### src/rtl/imem_loader_pkg.sv
// Shared definitions for the instruction-memory byte-stream loader.
//   loader_state_t : FSM state encoding (also driven out on the debug port)
//   ADDR_HI_IDX / ADDR_LO_IDX : position of the two address bytes in a session header
//   word_bytes()   : bytes needed to carry one instruction-buffer word
package imem_loader_pkg;

  typedef enum logic [2:0] {
    IDLE    = 3'd0,
    ADDR_HI = 3'd1,
    ADDR_LO = 3'd2,
    DATA    = 3'd3,
    WRITE   = 3'd4
  } loader_state_t;

  localparam int ADDR_HI_IDX = 0;
  localparam int ADDR_LO_IDX = 1;

  // ceil(i_width * i_buffer_size / 8)
  function automatic int word_bytes(input int iw, input int bs);
    return (iw * bs + 7) / 8;
  endfunction

endpackage

### src/rtl/imem_loader.sv
// imem_loader: assembles a framed host byte stream into instruction-memory
// words and writes them with an auto-incrementing address.
//
// Ports:
//   clk, reset        clock (rising edge), asynchronous active-low reset
//   host_data/valid   stream byte and its valid qualifier
//   host_sof/eof      first / last byte of a session (only with host_valid)
//   host_ready        byte accepted on a clock where host_valid & host_ready
//   imem_write_adr    write address
//   imem_write        one-cycle write strobe
//   imem_in           write data (i_buffer_size*i_width bits)
//   busy              session in progress
//   words_written     words written this session (saturating)
//   frame_err         sticky protocol error, cleared by SOF accepted in IDLE
//   dbg_state         current FSM state
//
// Handshake: a byte transfers on every rising edge where host_valid and
// host_ready are both high. host_ready is registered and is low only during
// the WRITE cycle; the host may hold host_valid high continuously.
//
// Session: ADDR_HI, ADDR_LO, then whole words of B bytes, most significant
// byte first, with host_eof on the last byte of the last word.
module imem_loader
  import imem_loader_pkg::*;
#(
  parameter int d_width       = 8,
  parameter int i_adr_width   = 10,
  parameter int i_width       = 20,
  parameter int i_buffer_size = 2
) (
  input  logic                              clk,
  input  logic                              reset,
  input  logic [d_width-1:0]                host_data,
  input  logic                              host_valid,
  input  logic                              host_sof,
  input  logic                              host_eof,
  output logic                              host_ready,
  output logic [i_adr_width-1:0]            imem_write_adr,
  output logic                              imem_write,
  output logic [i_buffer_size*i_width-1:0]  imem_in,
  output logic                              busy,
  output logic [i_adr_width:0]              words_written,
  output logic                              frame_err,
  output loader_state_t                     dbg_state
);

  localparam int W      = i_buffer_size * i_width;
  localparam int B      = word_bytes(i_width, i_buffer_size);
  localparam int SW     = B * d_width;      // full assembled byte span
  localparam int HOLD_W = SW - d_width;     // bytes held before the last one
  localparam int HI_W   = i_adr_width - 8;  // address bits carried by ADDR_HI
  localparam int CNT_W  = (B > 1) ? $clog2(B) : 1;
  localparam int AW1    = i_adr_width + 1;

  loader_state_t          state_q, state_d;
  logic [HI_W-1:0]        hi_q, hi_d;
  logic [i_adr_width-1:0] addr_q, addr_d;
  logic [HOLD_W-1:0]      hold_q, hold_d;
  logic [CNT_W-1:0]       cnt_q, cnt_d;
  logic                   eof_q, eof_d;     // word in WRITE closes the session
  logic                   wrap_q, wrap_d;   // address wrapped; next write is an error

  logic                   ready_d, write_d, busy_d, ferr_d;
  logic [i_adr_width-1:0] wadr_d;
  logic [W-1:0]           win_d;
  logic [AW1-1:0]         words_d;
  logic [SW-1:0]          word;
  logic                   accept;

  assign dbg_state = state_q;
  assign accept    = host_valid & host_ready;
  assign word      = {hold_q, host_data};

  always_comb begin
    state_d = state_q;
    hi_d    = hi_q;
    addr_d  = addr_q;
    hold_d  = hold_q;
    cnt_d   = cnt_q;
    eof_d   = eof_q;
    wrap_d  = wrap_q;
    busy_d  = busy;
    ferr_d  = frame_err;
    words_d = words_written;
    write_d = 1'b0;
    wadr_d  = imem_write_adr;
    win_d   = imem_in;

    if (accept && host_sof) begin
      // New session; outside IDLE this is a resync, which is itself an error
      // and does not clear a pending one.
      hi_d    = host_data[HI_W-1:0];
      words_d = '0;
      wrap_d  = 1'b0;
      busy_d  = 1'b1;
      ferr_d  = (state_q != IDLE) ? 1'b1 : 1'b0;
      state_d = ADDR_LO;
    end else begin
      case (state_q)
        IDLE: begin
          if (accept) ferr_d = 1'b1;  // stray byte outside a session
        end
        ADDR_HI: begin
          if (accept) begin
            hi_d    = host_data[HI_W-1:0];
            state_d = ADDR_LO;
          end
        end
        ADDR_LO: begin
          if (accept) begin
            if (host_eof) begin
              ferr_d  = 1'b1;
              busy_d  = 1'b0;
              state_d = IDLE;
            end else begin
              addr_d  = {hi_q, host_data[7:0]};
              cnt_d   = '0;
              state_d = DATA;
            end
          end
        end
        DATA: begin
          if (accept) begin
            hold_d = word[HOLD_W-1:0];
            if (cnt_q == CNT_W'(B - 1)) begin
              write_d = 1'b1;
              wadr_d  = addr_q;
              win_d   = word[W-1:0];
              eof_d   = host_eof;
              if (wrap_q) begin
                ferr_d = 1'b1;
                wrap_d = 1'b0;
              end
              state_d = WRITE;
            end else if (host_eof) begin
              ferr_d  = 1'b1;  // short word: drop it and end the session
              busy_d  = 1'b0;
              state_d = IDLE;
            end else begin
              cnt_d = cnt_q + CNT_W'(1);
            end
          end
        end
        WRITE: begin
          addr_d = addr_q + i_adr_width'(1);
          if (words_written != '1) words_d = words_written + AW1'(1);
          if (addr_q == '1 && !eof_q) wrap_d = 1'b1;
          if (eof_q) begin
            busy_d  = 1'b0;
            state_d = IDLE;
          end else begin
            cnt_d   = '0;
            state_d = DATA;
          end
        end
        default: state_d = IDLE;
      endcase
    end

    ready_d = (state_d != WRITE);
  end

  always_ff @(posedge clk or negedge reset) begin
    if (!reset) begin
      state_q        <= IDLE;
      hi_q           <= '0;
      addr_q         <= '0;
      hold_q         <= '0;
      cnt_q          <= '0;
      eof_q          <= 1'b0;
      wrap_q         <= 1'b0;
      host_ready     <= 1'b0;
      imem_write     <= 1'b0;
      imem_write_adr <= '0;
      imem_in        <= '0;
      busy           <= 1'b0;
      words_written  <= '0;
      frame_err      <= 1'b0;
    end else begin
      state_q        <= state_d;
      hi_q           <= hi_d;
      addr_q         <= addr_d;
      hold_q         <= hold_d;
      cnt_q          <= cnt_d;
      eof_q          <= eof_d;
      wrap_q         <= wrap_d;
      host_ready     <= ready_d;
      imem_write     <= write_d;
      imem_write_adr <= wadr_d;
      imem_in        <= win_d;
      busy           <= busy_d;
      words_written  <= words_d;
      frame_err      <= ferr_d;
    end
  end

endmodule

### config.mk
export PLATFORM = sky130hd
export DESIGN_NAME = imem_loader
export DESIGN_NICKNAME = d
export VERILOG_FILES = /design/src/rtl/imem_loader_pkg.sv /design/src/rtl/imem_loader.sv
export SDC_FILE = /design/constraint.sdc
export NUM_CORES = 1
export LEC_CHECK = 0
export ABC_CLOCK_PERIOD_IN_PS = 5900
export CORE_MARGIN = 2
export CORE_UTILIZATION = 35
export DETAILED_ROUTE_END_ITERATION = 8
export HOLD_SLACK_MARGIN = 0.12
export PLACE_DENSITY = 0.57
export SLEW_MARGIN = 20
export SYNTH_ARGS = -nofsm -noshare
export SYNTH_HDL_FRONTEND = slang
export SYNTH_SLANG_ARGS = --single-unit
### constraint.sdc
create_clock -name clk -period 5.9 [get_ports clk]
set_clock_uncertainty 0.1 [all_clocks]
set_input_delay 0.59 -clock clk [delete_from_list [all_inputs] [get_ports clk]]
set_output_delay 0.59 -clock clk [all_outputs]
set_load 0.1 [all_outputs]
# After elaboration in Yosys (flattened, before gate mapping)
# Cells that the tools add are included.
[word_totals]
out_inout_bits = 68
mem_bits_ro = 0
inputBits = 13
n_memories = 0
mem_bits_rw = 0
register_bits = 117
word_cells = 114
latch_bits = 0
[op_classes]
n_bitwise = 2
n_div = 0
magnitude_cmp = 0
n_eq_ne = 22
add_sub_neg = 3
n_mul = 0
n_shift = 0
n_mux = 50
reduce_logical = 23
[op_table]
columns = ["cell", "n"]
rows = [
  ["2-to-1 mux 3 bit", 12],
  ["2-to-1 mux 11 bit", 3],
  ["!= test 3 bit, second input constant", 8],
  ["2-to-1 mux 1 bit", 22],
  ["2-to-1 mux 10 bit", 2],
  ["one-hot mux 10 bit (2 select lines)", 1],
  ["one-hot mux 3 bit (5 select lines)", 1],
  ["!= test 2 bit, second input constant", 6],
  ["AND reduction 4 bit", 3],
  ["adder 11 x 1 -> 11 bit, second input constant", 1],
  ["!= test 11 bit, second input constant", 1],
  ["adder 10 x 1 -> 10 bit, second input constant", 1],
  ["== test 10 bit, second input constant", 1],
  ["2-to-1 mux 2 bit", 5],
  ["AND reduction 5 bit", 2],
  ["nonzero test 2 bit", 5],
  ["one-hot mux 3 bit (3 select lines)", 1],
  ["nonzero test 3 bit", 3],
  ["AND reduction 8 bit", 1],
  ["nonzero test 4 bit", 2],
  ["== test 3 x 2 -> 1 bit, second input constant", 2],
  ["== test 3 bit, second input constant", 2],
  ["one-hot mux 1 bit (3 select lines)", 2],
  ["!= test 4 bit, second input constant", 1],
  ["other kinds (10)", 12],
]

# Longest topological paths before layout
# Gate-level depths: netlist (run 1).
[depth]
ltp_word = 6
ltp_mapped = 7
mapped_depth_nobuf = 6

# Worst setup path after synthesis (run 1)
# Ideal clock, no wire load.
[synth_timing]
path_type = "register to register"
startpoint = "register host_ready"
endpoint = "register imem_in[10]"
t_required_ns = 5.672
synth_period_minus_slack_ns = 2.581
n_path_buf = 1
setup_time_ns = 0.128
path_stages_with_launch = 7
setup_slack_ns = 3.319
t_arrival_ns = 2.352
path_cell_list = "dfrtp_1 and4b_1 nand2_1 or3_4 inv_2 buf_6 mux2_1"
[synth_via]
elab_chain_cells = 4
[synth_lines]
columns = ["element", "line_no", "text"]
rows = [
  ["start, declared", "imem_loader.sv:37", "output logic host_ready,"],
  ["start signal, assigned", "imem_loader.sv:187", "host_ready <= ready_d;"],
  ["AND 1 bit *", "imem_loader.sv:71", "assign accept = host_valid & host_ready;"],
  ["logical AND 1 bit", "imem_loader.sv:89", "if (accept && host_sof) begin"],
  ["NOT 1 bit (no line)", "-", ""],
  ["AND reduction 4 bit (no line) *", "-", ""],
  ["end signal, assigned", "imem_loader.sv:190", "imem_in <= win_d;"],
  ["end, declared", "imem_loader.sv:40", "output logic [i_buffer_size*i_width-1:0] imem_in,"],
]
# Mark *: on every way between the ends. The rest lies on a longest branch, timed or not.
# A chain may end at the register's enable or synchronous reset.

# Worst setup path in the final report (run 1)
[layout_timing]
startpoint = "register state_q[0] (netlist: dbg_state[0])"
endpoint = "output port dbg_state[0]"
[layout_rtl]
columns = ["element", "line_no", "text"]
rows = [
  ["start, declared", "imem_loader.sv:55", "loader_state_t state_q, state_d;"],
  ["start signal, assigned", "imem_loader.sv:180", "state_q <= state_d;"],
  ["end, declared", "imem_loader.sv:44", "output loader_state_t dbg_state"],
]
# No word-level cell between the ends.

==> results_dict.tcl, run 1 <==
set metrics [dict create \
    grt_max_degree 71 \
    cts_max_level 4 \
    grt_pass1_vias 3628 \
    rr_startpoint "dbg_state[0]" \
    cts.repair.resized 0 \
    dpl.hpwl_mm 7.27 \
    viasPerCell 5.25 \
    n_fill_cell 1270 \
    yosysWarnings 0 \
    wirelength_mm 11.2 \
    cp.required_ps 5210 \
    reg2reg_to "imem_in[16]" \
    final_cell_mix "dfrtp_1 (117), clkdlybuf4s50_1 (79), mux2_1 (50), mux2_2 (36), nor2_1 (18)" \
    cts_max_path_buffers 2 \
    core_um2 14400 \
    dieHeight_um 125 \
    crit_path_max_fanout 23 \
    status "completed" \
    synth-edff-count 0 \
    crit_path_end_kind "output port" \
    power_per_cell_area_nw_per_um2 386 \
    worstSetupPathType "register to output port" \
    min_period_ps 3230 \
    ctsRootBufferMaster "clkbuf_16" \
    gr-total-overflow 0 \
    fmax_ghz 0.309 \
    grt.busiest_layer "met2" \
    drc 0 \
    crit_start "dbg_state[0]" \
    clk_pin_slew_ps 50 \
    place_area_um2 6040 \
    cts_buffers 17 \
    cpPeakStageDelay_ps 1270 \
    cts_setup_buffers 0 \
    num_vias 3531 \
    fin_setup_tns_ps 0 \
    dp_worst_setup_slack_ps 2600 \
    fp.dieW_um 125 \
    peakVddDrop_uv 229 \
    tightest_slew_ps 1040 \
    crit_buf_inv 1 \
    wl_per_cell_um 16.7 \
    ys_seq_area_share_pct 57.4 \
    place_congestion 0.846 \
    cp_cell_sequence "clkdlybuf4s50_1" \
    pin_count 81 \
    grt.total_usage_pct 15.2 \
    fin_ws_ps 2670 \
    synthFlopType "dfrtp_1" \
    combPwrFrac_pct 15.3 \
    cts_tree "yes" \
    drtPass1Iterations 6 \
    antenna_left 0 \
    power.switching_uw 727 \
    finalCritPeriodShare_pct 54.8 \
    fin_area_um2 6670 \
    slew_headroom_pct 30.4 \
    netSwitchingFraction_pct 28.3 \
    finalSetupViolCount 0 \
    ff2ff_path_depth 4 \
    rsz0062_at_grt "no" \
    hp-class "input port to asynchronous set/reset pin" \
    rows 44 \
    netlist-cell-type-count 59 \
    async_reset_ff_share_pct 100 \
    cp-start-kind "register" \
    initial_core_util_pct 35.5 \
    final_common_cell "dfrtp_1" \
    internal_power_uw 1850 \
    antenna_found_initial 0 \
    clkLatencyLatePin_ps 410 \
    ys_ff_latch 117 \
    grt_pass1_wl_mm 18.9 \
    max_cap_violations 0 \
    fp.dieArea_um2 15600 \
    cp_slowest_cell "clkdlybuf4s50_1" \
    drive_gt1_share_pct 15.8 \
    crit_arrival_ps 2540 \
    cts_sinks 117 \
    drt_iter0_drc 246 \
    grtUsageMet3_pct 3.99 \
    maxSlewViolCount 0 \
    area_delta_synth_final_pct 30.7 \
    syn_nets 411 \
    syn_area_um2 5100 \
    syn_inst 394 \
    use_met1_pct 20.8 \
    p_seq_share_pct 42.1 \
    cpLargestDelayFamily "buffers and inverters" \
    rrSetupSlack_ps 3130 \
    use_met2_pct 23.0 \
    io_buffers 80 \
    syn_avg_cell_area_um2 13.0 \
    ctsHoldBuffers 0 \
    leakage_uw 0.00302 \
    hold_viol_final 0 \
    diodes 0 \
    pwr-share-clk_pct 42.6 \
    final_net_count 492 \
]
-- cell families (layout without fill, tap and decap cells) --
| group | after synthesis | after routing | synth area share, % |
|---|---|---|---|
| AO/OA/AOI/OAI | 65 | 65 | 8.83 |
| XOR/XNOR | 3 | 3 | 0.515 |
| adder cells (fa/ha/maj) | 4 | 4 | 0.981 |
| buffers and inverters | 26 | 120 | 2.67 |
| flip-flops | 117 | 117 | 57.4 |
| multiplexers | 87 | 87 | 19.2 |
| AND/OR/NAND/NOR | 92 | 92 | 10.4 |
-- per-layer routing --
layer	up-vias	wire length (um)
met1	1776	5300
met5	-	0
li1	1632	-
met3	13	463
met2	110	5230
met4	0	204
-- cell type report --
cell class,count,area [um^2],area share [%]
clock buffers,20,457,6.85
clock inverters,12,175,2.63
inverters,6,22.5,0.338
multi-input cells,251,2040,30.7
flip-flops and latches,117,2930,43.9
well taps,184,230,3.45
repair buffers,82,813,12.2
-- through the flow --
step	util, %	hold WS (ps)	std cells	total power (uW)
after CTS	46.4	239	672	2600
after detailed placement	42.0	375	640	1490
after global routing	46.4	281	672	2690
after floorplan	-	194	394	1360
after global placement	42.0	368	640	1480
final	46.4	198	672	2570
-- sequential cells by signal, summed over array words and instances (netlist names) --
| signal | count |
|---|---|
| words_written | 11 |
| hi_q | 2 |
| imem_in | 40 |
| addr_q | 10 |
| eof_q | 1 |
| cnt_q | 3 |
| wrap_q | 1 |
| busy | 1 |
| imem_write | 1 |
| host_ready | 1 |
| imem_write_adr | 10 |
| hold_q | 32 |
| frame_err | 1 |
| dbg_state | 3 |
-- worst max path at each step --
stage,end,slack (ps),cells after the start
2_1_floorplan,imem_in[10],3320,6
3_3_place_gp,imem_in[8],2620,6
3_5_place_dp,imem_in[8],2600,6
4_1_cts,dbg_state[0],2680,1
5_1_grt,dbg_state[0],2600,1
6_report,dbg_state[0],2670,1
-- synthesized netlist by cell type (2+ instances only) --
library cell  count  area share, %
ha_1              4           0.98
nor3_1            4           0.39
or3_1             5           0.61
and4_1            3           0.52
buf_2            10           0.98
nor2b_1           4           0.49
nand3b_1          2           0.29
mux2_2           36            7.9
nand4_1           4           0.49
dfrtp_1         117             57
o21ai_0          13            1.3
and3_1            4           0.49
a2111oi_0         2           0.34
o31ai_1           2           0.29
nand2_1          17            1.3
o21a_1            2           0.29
and2_1            3           0.37
o211ai_1          2           0.29
nor3_2            2           0.39
a31oi_1           5           0.61
clkbuf_1          6           0.44
and2_0            2           0.25
a22oi_1           2           0.29
a21oi_1          10           0.98
mux2_1           50             11
o21ai_1           4           0.39
a2bb2oi_1         5           0.86
o41ai_1           4           0.69
inv_1             5           0.37
a32oi_1           2           0.34
buf_6             3           0.66
nor2_1           18            1.3
nor4_1            6           0.74
nand3_1           8           0.78
xnor2_1           2           0.34
a41oi_1           3           0.52
-- power by group through the flow --
stage / combinational [uW] / clock (uW) / sequential (uW)
3_3_place_gp: 385 / 0 / 1090
4_1_cts: 396 / 1110 / 1090
6_report: 394 / 1100 / 1080
5_1_grt: 428 / 1150 / 1110
2_1_floorplan: 245 / 0 / 1120
3_5_place_dp: 394 / 0 / 1100
Note: power is estimated with default switching activity, not from simulation.
==> run 2: changes to the inputs <==
--- a/config.mk
+++ b/config.mk
@@ -5,7 +5,7 @@
 export SDC_FILE = /design/constraint.sdc
 export NUM_CORES = 1
 export LEC_CHECK = 0
-export ABC_CLOCK_PERIOD_IN_PS = 5900
+export ABC_CLOCK_PERIOD_IN_PS = 3400
 export CORE_MARGIN = 2
 export CORE_UTILIZATION = 35
 export DETAILED_ROUTE_END_ITERATION = 8
==> constraint.sdc (replaced) <==
create_clock -name clk -period 3.4 [get_ports clk]
set_clock_uncertainty 0.1 [all_clocks]
set_input_delay 0.34 -clock clk [delete_from_list [all_inputs] [get_ports clk]]
set_output_delay 0.34 -clock clk [all_outputs]
set_load 0.1 [all_outputs]
==> run 2 against run 1 <==
Compared with the run above:
- non-clock buffer count is 5 higher
- first-iteration DRC count is 16% lower
- largest cell class unchanged
- routed wire length is 0.17% higher
- register-to-register slack worse by 2200 ps
- power is 73% higher
==> results_dict.tcl, run 2 (synthesized netlist as in run 1, its figures left out) <==
set metrics [dict create \
    status "completed" \
    hold_viol_final 0 \
    fin_area_um2 6730 \
    num_vias 3497 \
    cts_max_level 4 \
    largest-register "imem_in" \
    power_per_cell_area_nw_per_um2 661 \
    final_common_cell "dfrtp_1" \
    diodes 0 \
    finalCritPeriodShare_pct 74.2 \
    cts_max_path_buffers 2 \
    cpLargestDelayFamily "buffers and inverters" \
    internal_power_uw 3180 \
    p_seq_share_pct 41.9 \
    largest_reg_flops 40 \
    fin_setup_tns_ps 0 \
    combPwrFrac_pct 15.9 \
    pwr-share-clk_pct 42.2 \
    cpPeakStageDelay_ps 1190 \
    clkLatencyLatePin_ps 410 \
    tightest_slew_ps 1040 \
    final_util_pct 46.8 \
    cp-start-kind "register" \
    cts_buffers 17 \
    place_area_um2 6090 \
    grt_pass1_wl_mm 18.8 \
    maxSlewViolCount 0 \
    cts_sinks 117 \
    fp.dieArea_um2 15600 \
    slew_headroom_pct 30.2 \
    antenna_found_initial 0 \
    crit_buf_inv 1 \
    place_congestion 0.846 \
    netSwitchingFraction_pct 28.5 \
    io_buffers 80 \
    cts_setup_buffers 0 \
    final_net_count 497 \
    grt_pass1_vias 3548 \
    ctsRootBufferMaster "clkbuf_16" \
    rsz0062_at_grt "no" \
    largestRegisters "imem_in (40), hold_q (32), words_written (11)" \
    viasPerCell 5.17 \
    initial_core_util_pct 35.5 \
    gr-total-overflow 0 \
    min_period_ps 2520 \
    drc 0 \
    max_cap_violations 0 \
    cp.depth 1 \
    hold_path_depth 1 \
    clk_pin_slew_ps 50 \
    pin_count 81 \
    cp.required_ps 2960 \
    peakVddDrop_uv 313 \
    crit_path_end_kind "output port" \
    finalSetupViolCount 0 \
    dieHeight_um 125 \
    drt_iter0_drc 207 \
    crit_arrival_ps 2080 \
    crit_path_max_fanout 8 \
    drive_gt1_share_pct 17.0 \
    cp_cell_sequence "clkdlybuf4s50_1" \
    worstSetupPathType "register to output port" \
    fp.dieW_um 125 \
    wl_per_cell_um 16.6 \
    wirelength_mm 11.2 \
    fmax_ghz 0.396 \
    leakage_uw 0.00304 \
    grt.total_usage_pct 15.3 \
    dpl.hpwl_mm 7.38 \
    n_fill_cell 1276 \
    hold_slack_ps 385 \
    rows 44 \
    grt_max_degree 60 \
    drtPass1Iterations 4 \
    core_um2 14400 \
    area_delta_synth_final_pct 31.8 \
    ff2ff_path_depth 6 \
    power.switching_uw 1270 \
    cts.repair.resized 0 \
    hp-class "register to register" \
    cts_tree "yes" \
    final_cell_mix "dfrtp_1 (117), clkdlybuf4s50_1 (76), mux2_1 (50), mux2_2 (36), nor2_1 (18)" \
    antenna_left 0 \
    cp_slowest_cell "clkdlybuf4s50_1" \
]
run 2: stage by stage:
step	setup WS, ps	power [uW]	std cells
floorplan	819	2360	394
global placement	675	2580	644
detailed placement	639	2600	644
CTS	860	4500	677
global route	774	4660	677
finish	876	4450	677
run 2: power groups by stage:
stage	clock [uW]	sequential, uW	combinational [uW]
3_5_place_dp	0	1890	709
4_1_cts	1920	1870	713
2_1_floorplan	0	1940	425
3_3_place_gp	0	1890	694
6_report	1880	1860	707
5_1_grt	1980	1910	766
run 2: final timing paths:
| path | slack, ps | endpoint | startpoint |
|---|---|---|---|
| worst max-delay path | 880 | words_written[2] | words_written[2] |
| worst min-delay path | 380 | imem_in[32] | imem_in[32] |
| worst max register to register | 900 | imem_in[27] | dbg_state[1] |
| worst min register to register | 380 | imem_in[32] | imem_in[32] |
| max in group asynchronous | 1980 | dbg_state[0] | reset |
| min in group asynchronous | 450 | imem_in[32] | reset |
run 2: area by class of cell:
cell class | instances | area (um^2) | share of cell area (%)
multi-input cells | 251 | 2040 | 30.4
repair buffers | 87 | 871 | 12.9
inverters | 6 | 22.5 | 0.335
flip-flops and latches | 117 | 2930 | 43.5
clock inverters | 10 | 146 | 2.18
well taps | 184 | 230 | 3.42
clock buffers | 22 | 484 | 7.20
run 2: metal layers:
metal	up-vias	part of all wire [%]	GRT usage [%]
li1	1646	-	-
met1	1754	49	21.3
met2	89	46	22.1
met3	8	4.4	4.08
met4	0	0.95	7.34
met5	-	0	0
run 2: what timing repair did:
| action | in CTS | in global routing |
|---|---|---|
| hold buffers | 1 | 0 |
| setup endpoints to repair | 0 | 0 |
| endpoints found under the hold margin | 58 | 0 |
